[config.mk]
export PLATFORM = sky130hd
export DESIGN_NAME = ram_access_ctrl_flat
export DESIGN_NICKNAME = d
export VERILOG_FILES = /design/src/rtl/ram_access_ctrl_pkg.sv /design/src/rtl/ram_access_ctrl_if.sv /design/src/rtl/ram_access_ctrl_arb2.sv /design/src/rtl/ram_access_ctrl.sv /design/src/flat_wrapper.sv
export SDC_FILE = /design/constraint.sdc
export NUM_CORES = 1
export LEC_CHECK = 0
export ABC_CLOCK_PERIOD_IN_PS = 1600
export CAP_MARGIN = 20
export CORE_MARGIN = 5
export CORE_UTILIZATION = 39
export CTS_BUF_LIST = sky130_fd_sc_hd__clkbuf_4
export DETAILED_ROUTE_END_ITERATION = 16
export GPL_ROUTABILITY_DRIVEN = 0
export PLACE_DENSITY = 0.83
export SLEW_MARGIN = 20
export SYNTH_ARGS = -nofsm -noshare
export SYNTH_HDL_FRONTEND = slang
export SYNTH_SLANG_ARGS = --single-unit
[constraint.sdc]
create_clock -name CLK -period 1.6 [get_ports CLK]
set_clock_uncertainty 0.15 [all_clocks]
set_input_delay 0.48 -clock CLK [delete_from_list [all_inputs] [get_ports CLK]]
set_output_delay 0.48 -clock CLK [all_outputs]
set_load 0.03 [all_outputs]
[src/rtl/ram_access_ctrl_pkg.sv]
// Shared types and defaults for the RAM access controller: FSM state
// encodings, requester IDs and default address/data widths.
package ram_access_ctrl_pkg;

  localparam int DEF_AW = 4;
  localparam int DEF_DW = 8;

  typedef enum logic [1:0] {
    IDLE   = 2'b00,
    SETUP  = 2'b01,
    ACCESS = 2'b10,
    DONE   = 2'b11
  } state_t;

  typedef enum logic {
    REQ_ID_A = 1'b0,
    REQ_ID_B = 1'b1
  } req_id_t;

endpackage

[src/rtl/ram_access_ctrl_if.sv]
// Bundle of requester handshakes and RAM array lines. The slave modport is the
// controller; the master modport is the environment (requesters plus the array).
interface ram_access_ctrl_if #(
  parameter int AW = 4,
  parameter int DW = 8
);

  logic          REQ_A;
  logic          REQ_B;
  logic          WE_A;
  logic          WE_B;
  logic [AW-1:0] ADDR_A;
  logic [AW-1:0] ADDR_B;
  logic [DW-1:0] WDATA_A;
  logic [DW-1:0] WDATA_B;
  logic          ACK_A;
  logic          ACK_B;
  logic [DW-1:0] RDATA_A;
  logic [DW-1:0] RDATA_B;
  logic [AW-1:0] MEM_ADDR;
  logic          MEM_CS;
  logic          MEM_R;
  logic          MEM_W;
  logic [DW-1:0] MEM_D;
  logic [DW-1:0] MEM_Q;
  logic          BUSY;

  modport slave (
    input  REQ_A, REQ_B, WE_A, WE_B, ADDR_A, ADDR_B, WDATA_A, WDATA_B, MEM_Q,
    output ACK_A, ACK_B, RDATA_A, RDATA_B, MEM_ADDR, MEM_CS, MEM_R, MEM_W,
           MEM_D, BUSY
  );

  modport master (
    output REQ_A, REQ_B, WE_A, WE_B, ADDR_A, ADDR_B, WDATA_A, WDATA_B, MEM_Q,
    input  ACK_A, ACK_B, RDATA_A, RDATA_B, MEM_ADDR, MEM_CS, MEM_R, MEM_W,
           MEM_D, BUSY
  );

endinterface

[src/rtl/ram_access_ctrl_arb2.sv]
// Two-way request arbiter. RAM_ACCESS_CTRL_RR_EN selects round-robin with a
// one-bit pointer; otherwise fixed priority with A over B and no state.
module arb2
  import ram_access_ctrl_pkg::*;
(
  input  logic    CLK,
  input  logic    RST_N,
  input  logic    req_a,
  input  logic    req_b,
  input  logic    en,
  output req_id_t winner
);

`ifdef RAM_ACCESS_CTRL_RR_EN
  logic    prio_b_r;
  req_id_t winner_s;

  // Pick the requester, breaking ties with the pointer.
  always_comb begin
    winner_s = REQ_ID_A;
    if (req_a && req_b) begin
      winner_s = prio_b_r ? REQ_ID_B : REQ_ID_A;
    end else if (req_b) begin
      winner_s = REQ_ID_B;
    end else begin
      winner_s = REQ_ID_A;
    end
  end

  // The requester just granted drops to lowest priority.
  always_ff @(posedge CLK or negedge RST_N) begin
    if (!RST_N) begin
      prio_b_r <= 1'b0;
    end else if (en && (req_a || req_b)) begin
      prio_b_r <= (winner_s == REQ_ID_A);
    end else begin
      prio_b_r <= prio_b_r;
    end
  end

  assign winner = winner_s;
`else
  logic unused_ok;

  // Fixed priority: B only wins when A is not requesting.
  always_comb begin
    winner = REQ_ID_A;
    if (req_a) begin
      winner = REQ_ID_A;
    end else if (req_b) begin
      winner = REQ_ID_B;
    end else begin
      winner = REQ_ID_A;
    end
  end

  assign unused_ok = ^{CLK, RST_N, en};
`endif

endmodule

[src/rtl/ram_access_ctrl.sv]
// Sequencing/arbitration controller between two requesters and a word RAM.
// Optional round-robin arbitration via RAM_ACCESS_CTRL_RR_EN (see arb2).
module ram_access_ctrl
  import ram_access_ctrl_pkg::*;
#(
  parameter int AW = DEF_AW,
  parameter int DW = DEF_DW
)(
  input  logic              CLK,
  input  logic              RST_N,
  ram_access_ctrl_if.slave  bus
);

  state_t        state_r;
  req_id_t       txn_id_r;
  req_id_t       winner_s;
  logic          txn_we_r;
  logic [AW-1:0] txn_addr_r;
  logic [DW-1:0] txn_wdata_r;
  logic [DW-1:0] rdata_a_r;
  logic [DW-1:0] rdata_b_r;
  logic          mem_cs_r;
  logic          mem_r_r;
  logic          mem_w_r;
  logic          ack_a_r;
  logic          ack_b_r;
  logic          busy_r;
  logic          win_we_s;
  logic [AW-1:0] win_addr_s;
  logic [DW-1:0] win_wdata_s;
  logic          arb_en_s;
  logic          any_req_s;

  assign arb_en_s  = (state_r == IDLE);
  assign any_req_s = bus.REQ_A | bus.REQ_B;

  arb2 u_arb (
    .CLK    (CLK),
    .RST_N  (RST_N),
    .req_a  (bus.REQ_A),
    .req_b  (bus.REQ_B),
    .en     (arb_en_s),
    .winner (winner_s)
  );

  // Route the winning requester's command fields toward the transaction registers.
  always_comb begin
    win_we_s    = bus.WE_A;
    win_addr_s  = bus.ADDR_A;
    win_wdata_s = bus.WDATA_A;
    if (winner_s == REQ_ID_B) begin
      win_we_s    = bus.WE_B;
      win_addr_s  = bus.ADDR_B;
      win_wdata_s = bus.WDATA_B;
    end else begin
      win_we_s    = bus.WE_A;
      win_addr_s  = bus.ADDR_A;
      win_wdata_s = bus.WDATA_A;
    end
  end

  // Transaction FSM; every array control and handshake output is a register.
  always_ff @(posedge CLK or negedge RST_N) begin
    if (!RST_N) begin
      state_r     <= IDLE;
      txn_id_r    <= REQ_ID_A;
      txn_we_r    <= 1'b0;
      txn_addr_r  <= {AW{1'b0}};
      txn_wdata_r <= {DW{1'b0}};
      rdata_a_r   <= {DW{1'b0}};
      rdata_b_r   <= {DW{1'b0}};
      mem_cs_r    <= 1'b0;
      mem_r_r     <= 1'b0;
      mem_w_r     <= 1'b0;
      ack_a_r     <= 1'b0;
      ack_b_r     <= 1'b0;
      busy_r      <= 1'b0;
    end else begin
      case (state_r)
        IDLE: begin
          if (any_req_s) begin
            txn_id_r    <= winner_s;
            txn_we_r    <= win_we_s;
            txn_addr_r  <= win_addr_s;
            txn_wdata_r <= win_wdata_s;
            mem_cs_r    <= 1'b1;
            busy_r      <= 1'b1;
            state_r     <= SETUP;
          end else begin
            state_r     <= IDLE;
          end
        end
        SETUP: begin
          mem_r_r <= ~txn_we_r;
          mem_w_r <= txn_we_r;
          state_r <= ACCESS;
        end
        ACCESS: begin
          // MEM_Q is only defined here, so it is captured on leaving ACCESS.
          if (!txn_we_r && (txn_id_r == REQ_ID_A)) begin
            rdata_a_r <= bus.MEM_Q;
          end else if (!txn_we_r) begin
            rdata_b_r <= bus.MEM_Q;
          end else begin
            rdata_a_r <= rdata_a_r;
          end
          mem_cs_r <= 1'b0;
          mem_r_r  <= 1'b0;
          mem_w_r  <= 1'b0;
          ack_a_r  <= (txn_id_r == REQ_ID_A);
          ack_b_r  <= (txn_id_r == REQ_ID_B);
          state_r  <= DONE;
        end
        DONE: begin
          ack_a_r <= 1'b0;
          ack_b_r <= 1'b0;
          busy_r  <= 1'b0;
          state_r <= IDLE;
        end
        default: begin
          mem_cs_r <= 1'b0;
          mem_r_r  <= 1'b0;
          mem_w_r  <= 1'b0;
          ack_a_r  <= 1'b0;
          ack_b_r  <= 1'b0;
          busy_r   <= 1'b0;
          state_r  <= IDLE;
        end
      endcase
    end
  end

  assign bus.MEM_ADDR = txn_addr_r;
  assign bus.MEM_D    = txn_wdata_r;
  assign bus.MEM_CS   = mem_cs_r;
  assign bus.MEM_R    = mem_r_r;
  assign bus.MEM_W    = mem_w_r;
  assign bus.ACK_A    = ack_a_r;
  assign bus.ACK_B    = ack_b_r;
  assign bus.RDATA_A  = rdata_a_r;
  assign bus.RDATA_B  = rdata_b_r;
  assign bus.BUSY     = busy_r;

endmodule

[src/flat_wrapper.sv]
// flat-port wrapper written by rule: the top's interface ports become plain ports
module ram_access_ctrl_flat import ram_access_ctrl_pkg::*;
#(
  parameter int AW = DEF_AW,
  parameter int DW = DEF_DW
)
  (CLK, RST_N, bus_REQ_A, bus_REQ_B, bus_WE_A, bus_WE_B, bus_ADDR_A, bus_ADDR_B, bus_WDATA_A, bus_WDATA_B, bus_MEM_Q, bus_ACK_A, bus_ACK_B, bus_RDATA_A, bus_RDATA_B, bus_MEM_ADDR, bus_MEM_CS, bus_MEM_R, bus_MEM_W, bus_MEM_D, bus_BUSY);
  ram_access_ctrl_if #(.AW(AW), .DW(DW)) bus_i ();
  input  logic CLK;
  input  logic RST_N;
  input wire logic [$bits(bus_i.REQ_A)-1:0] bus_REQ_A;
  input wire logic [$bits(bus_i.REQ_B)-1:0] bus_REQ_B;
  input wire logic [$bits(bus_i.WE_A)-1:0] bus_WE_A;
  input wire logic [$bits(bus_i.WE_B)-1:0] bus_WE_B;
  input wire logic [$bits(bus_i.ADDR_A)-1:0] bus_ADDR_A;
  input wire logic [$bits(bus_i.ADDR_B)-1:0] bus_ADDR_B;
  input wire logic [$bits(bus_i.WDATA_A)-1:0] bus_WDATA_A;
  input wire logic [$bits(bus_i.WDATA_B)-1:0] bus_WDATA_B;
  input wire logic [$bits(bus_i.MEM_Q)-1:0] bus_MEM_Q;
  output wire logic [$bits(bus_i.ACK_A)-1:0] bus_ACK_A;
  output wire logic [$bits(bus_i.ACK_B)-1:0] bus_ACK_B;
  output wire logic [$bits(bus_i.RDATA_A)-1:0] bus_RDATA_A;
  output wire logic [$bits(bus_i.RDATA_B)-1:0] bus_RDATA_B;
  output wire logic [$bits(bus_i.MEM_ADDR)-1:0] bus_MEM_ADDR;
  output wire logic [$bits(bus_i.MEM_CS)-1:0] bus_MEM_CS;
  output wire logic [$bits(bus_i.MEM_R)-1:0] bus_MEM_R;
  output wire logic [$bits(bus_i.MEM_W)-1:0] bus_MEM_W;
  output wire logic [$bits(bus_i.MEM_D)-1:0] bus_MEM_D;
  output wire logic [$bits(bus_i.BUSY)-1:0] bus_BUSY;
  assign bus_i.REQ_A = bus_REQ_A;
  assign bus_i.REQ_B = bus_REQ_B;
  assign bus_i.WE_A = bus_WE_A;
  assign bus_i.WE_B = bus_WE_B;
  assign bus_i.ADDR_A = bus_ADDR_A;
  assign bus_i.ADDR_B = bus_ADDR_B;
  assign bus_i.WDATA_A = bus_WDATA_A;
  assign bus_i.WDATA_B = bus_WDATA_B;
  assign bus_i.MEM_Q = bus_MEM_Q;
  assign bus_ACK_A = bus_i.ACK_A;
  assign bus_ACK_B = bus_i.ACK_B;
  assign bus_RDATA_A = bus_i.RDATA_A;
  assign bus_RDATA_B = bus_i.RDATA_B;
  assign bus_MEM_ADDR = bus_i.MEM_ADDR;
  assign bus_MEM_CS = bus_i.MEM_CS;
  assign bus_MEM_R = bus_i.MEM_R;
  assign bus_MEM_W = bus_i.MEM_W;
  assign bus_MEM_D = bus_i.MEM_D;
  assign bus_BUSY = bus_i.BUSY;
  ram_access_ctrl #(.AW(AW), .DW(DW)) u_core (.CLK(CLK), .RST_N(RST_N), .bus(bus_i));
endmodule
; After elaboration in Yosys (flattened, before gate mapping)
; Cells that the tools add are included.
[totals]
regBits = 38
inputBits = 38
output_inout_bits = 34
[op_classes]
n_eq_ne = 4
muxes = 14
bitwise = 4
n_reduce_logical = 12
[op_table]
columns = cell, n
row1 = case mux 1 bit (2 select lines), 6
row2 = 2-to-1 mux 8 bit, 1
row3 = case mux 2 bit (4 select lines), 1
row4 = AND reduction 2 bit, 4
row5 = nonzero test 2 bit, 4
row6 = 2-to-1 mux 1 bit, 5
row7 = equality test 2 bit (second input constant), 2
row8 = 2-to-1 mux 4 bit, 1
row9 = inverter 1 bit, 3
row10 = AND reduction 3 bit, 1
row11 = equality test 2 x 1 -> 1 bit (second input constant), 1
row12 = zero test 2 bit, 1
row13 = inequality test 2 bit (second input constant), 1
row14 = logical AND 1 bit, 1
row15 = zero test 1 bit, 1
row16 = OR 1 bit, 1

; Logic depth before layout (Yosys ltp)
[depth]
depth_word = 4
mapped_depth = 7
ltp_nobuf = 5

; Modules after synthesis
; Synthesis repeated with hierarchy kept, for this count alone.
[hier_totals]
cells_unflattened = 127
area_unflattened_um2 = 1637.8
[modules_own_cells]
columns = mod, instances, cells_each, area_each_um2, seq_area_each_um2
row1 = ram_access_ctrl, 1, 126, 1624.1, 950.9
row2 = arb2, 1, 1, 13.8, 0.0

; Least setup slack after synthesis
; No wires, ideal clock.
[synth_timing]
path_type = register to register
startpoint = register u_core.state_r[0]
endpoint = register u_core.rdata_a_r[0] (netlist: u_core.bus.RDATA_A[0])
t_arrival_ns = 1.457
setup_slack_ns = -0.132
path_stages_with_launch = 5
path_buffers = 0
synth_period_minus_slack_ns = 1.732
path_cell_list = dfrtp_1 inv_1 ha_1 nor3b_4 mux2_2
[synth_between]
elab_chain_cells = 2
[synth_rtl]
columns = item, line
row1 = "start, declared", ram_access_ctrl.sv:14  ; state_t state_r;
row2 = "start signal, assigned", ram_access_ctrl.sv:65  ; state_r <= IDLE;
row3 = "start signal, assigned", ram_access_ctrl.sv:88  ; state_r <= SETUP;
row4 = "start signal, assigned", ram_access_ctrl.sv:90  ; state_r <= IDLE;
row5 = equality test 2 bit, ram_access_ctrl.sv:79  ; case (state_r)
row6 = AND reduction 2 bit (no line), --
row7 = "end signal, assigned", ram_access_ctrl.sv:70  ; rdata_a_r <= {DW{1'b0}};
row8 = "end signal, assigned", ram_access_ctrl.sv:101  ; rdata_a_r <= bus.MEM_Q;
row9 = "end signal, assigned", ram_access_ctrl.sv:105  ; rdata_a_r <= rdata_a_r;
row10 = "end, declared", ram_access_ctrl.sv:20  ; logic [DW-1:0] rdata_a_r;
; No other way between the ends.
; A chain may end at the register's enable or synchronous reset.

; Final worst setup path
[layout_timing]
startpoint = register u_core.state_r[0]
endpoint = register u_core.rdata_a_r[6] (netlist: u_core.bus.RDATA_A[6])
; The elaborated chain is that of the path after synthesis.

==> results.md <==
- Status: complete, no violations
- Reg clk slew, reported paths: 0.12 ns
- Gr usage total: 0.146
- Synth-to-Final Area Change: 59.9%
- Worst-skew pair later-pin latency: 0.34 ns
- Row count: 24
- Crit-path slowest cell: dfrtp_1
- Port bufs: 71
- Setup ws final: 0.0235 ns
- Pleak: 1.21 nW
- Via density per instance: 5.04
- Synthesized Nets: 176
- Max cap viols: 0
- Period utilization: 0.985
- Post-synth cell types: 21
- DRT Pass-1 Iters: 4
- Initial antenna violation count: 0
- Multi-input gate area: 742 um^2
- Async SR Flop Fraction: 1.00
- Ratio of cells with drive above 1 in the final layout: 0.392
- Dpl ws: -0.788 ns
- Crit path DAT: 1.67 ns
- RSZ-0062 raised after global routing: yes
- Ys Warns: 0
- Register bit total from synthesis: 38
- Grt total ovfl: 0
- Worst slew pin tran: 0.396 ns
- Die area: 5740 um^2
- Clock Sinks: 38
- Critical Path Max Stage Delay: 0.41 ns
- Max-slew violations: 0
- Total number of vias: 1407
- Min Hold Slack: 0.341 ns
- Register Area: 952 um^2
- Number of global-route vias before repair: 1369
- Sum Neg Setup Slack: 0 ns
- Setup violations, final: 0
- CTS buffer count: 5
- Cells after synthesis: 133
- Critical Setup Path Class: reg2reg
- Vert. Die Dim: 75.8 um
- HP Class: reg2reg
- Max Fanout on Critical Path: 8
- CP endpoint kind: register
- # nets final: 269
- Global-route wire length before repair: 6240 um
- Largest net degree at the start of global routing: 39
- Avg Inst Size Synth: 12.7 um^2
- Wire length per cell: 15.3 um
- Hold path depth: 2
- Clock Tree Buf Depth: 2
- Power Density: 2200 nW/um^2
- H-tree depth: 2
- Post-Syn Area: 1690 um^2
- ANT nets after route: 0
- Post-DP HPWL: 2970 um
- Seq/Total Area, Yosys: 0.564
- Initial DRC Count: 30
- Main flop type after synthesis: dfrtp_1
- Fillers: 338
- Routed wire length: 4280 um
- Reg2reg path depth: 5
- Root buffer cell: clkbuf_4
- Pwr Total: 5.93 mW
- FMAX: 634 MHz
- Startpoint class of the critical path: register
- Post-synth EDFFs: 0
- Req. time, crit path: 1.69 ns
- # diodes: 0
- Residual DRC: 0
- Worst VDD drop: 1.14 mV
- Die width: 75.8 um
- Slew headroom: 0.735
- IO Count: 72
- CTS tree: done
- CORE AREA: 4260 um^2
- Fin. Hold Viols: 0
- Starting density of the core: 0.396
- Period minus WS final: 1.58 ns
- Critical-path cell list: inv_2, ha_4, nor3b_4, buf_12, mux2_4
per-stage QoR:
stage,utilization,instance area [um^2],cells
after floorplan,-,1710,133
after global placement,0.585,2500,262
after detailed placement,0.585,2500,262
after CTS,0.607,2590,274
after global routing,0.633,2700,279
final,0.633,2700,279
placed cells by master, fill, tap and decap left out, drive strengths merged, types with 2 or more instances in the layout:
| cell | instances |
|---|---|
| ha | 5 |
| o2bb2ai | 12 |
| inv | 6 |
| mux2 | 17 |
| nor2 | 7 |
| a221o | 12 |
| clkbuf | 5 |
| mux2i | 3 |
| o21ai | 2 |
| nand3b | 2 |
| nand2 | 15 |
| clkinv | 2 |
| dlygate4sd2 | 2 |
| a21oi | 3 |
| dfrtp | 38 |
| clkdlybuf4s50 | 34 |
| buf | 55 |
routing by layer:
| metal | vias to the layer above | part of all wire | wire length [um] | track usage |
|---|---|---|---|---|
| li1 | 675 | - | - | - |
| met1 | 667 | 0.42 | 1820 | 0.171 |
| met2 | 61 | 0.48 | 2060 | 0.248 |
| met3 | 4 | 0.082 | 352 | 0.0449 |
| met4 | 0 | 0.011 | 46 | 0.0583 |
| met5 | - | 0 | 0 | 0 |
area by class of cell:
cell class / count / area share
well taps: 52 / 0.0241
multi-input cells: 83 / 0.275
inverters: 6 / 0.00835
flip-flops and latches: 38 / 0.353
clock buffers: 5 / 0.0139
clock inverters: 3 / 0.00603
repair buffers: 92 / 0.320
synth_stat cells, types with 2 or more instances:
cell type / count / area [um^2]
a21oi_1: 3 / 15.0
a221o_1: 12 / 120
buf_2: 4 / 20.0
dfrtp_1: 38 / 951
ha_1: 5 / 62.6
inv_1: 6 / 22.5
mux2_2: 17 / 191
mux2i_1: 3 / 30.0
nand2_1: 15 / 56.3
nor2_1: 7 / 26.3
o21ai_0: 2 / 10.0
o2bb2ai_1: 12 / 105
worst paths after layout:
kind                            slack, ns               from                    end
worst max-delay path                 0.02  u_core.state_r[0]  u_core.bus.RDATA_A[6]
worst min-delay path                 0.34   u_core.bus.ACK_A       u_core.bus.ACK_A
worst max register to register       0.02  u_core.state_r[0]  u_core.bus.RDATA_A[6]
worst min register to register       0.34   u_core.bus.ACK_A       u_core.bus.ACK_A
max in group asynchronous            0.63              RST_N      u_core.bus.MEM_CS
min in group asynchronous            0.48              RST_N       u_core.bus.ACK_B
registers in the layout (all words and copies together) (netlist names):
register and cells:
u_core.bus.BUSY 1, u_core.txn_we_r 1, u_core.bus.RDATA_B 8, u_core.bus.ACK_A 1
u_core.state_r 2, u_core.bus.RDATA_A 8, u_core.bus.MEM_ADDR 4, u_core.bus.MEM_W 1
u_core.txn_id_r 1, u_core.bus.MEM_R 1, u_core.bus.ACK_B 1, u_core.bus.MEM_D 8
u_core.bus.MEM_CS 1
power breakdown:
part	internal [mW]	switching [mW]	total, mW	leakage (nW)
logic	1.80	1.81	3.62	0.741
registers	1.46	0.369	1.83	0.445
clock network	0.163	0.323	0.486	0.0286
worst max-delay path, delay by kind of cell, from the launching register on:
family                     cells  cell delay [ns]
muxes                          1             0.30
adders and majority gates      1             0.15
buffers and inverters          2             0.26
and+or+nand+nor                1             0.21
DFF                            1             0.41
logic make-up (layout without fill, tap and decap cells):
logic type,count (synthesis),in the layout,share of synthesized area
adder cells (fa/ha/maj),5,5,0.0371
buffers and inverters,12,106,0.0319
flip-flops,38,38,0.564
multiplexers,20,20,0.131
AND/OR/NAND/NOR,27,27,0.0786
AO/OA/AOI/OAI,31,31,0.157
what timing repair did:
item / 4_1_cts / 5_1_grt
hold endpoints to repair: 38 / 0
setup buffers: 3 / 5
gates resized for setup: 5 / 19
endpoints found under the setup margin: 24 / 42
gates cloned: 0 / 0
pin swaps: 1 / 1
hold buffers: 1 / 0
No activity file was read; power rests on OpenSTA's default activity.
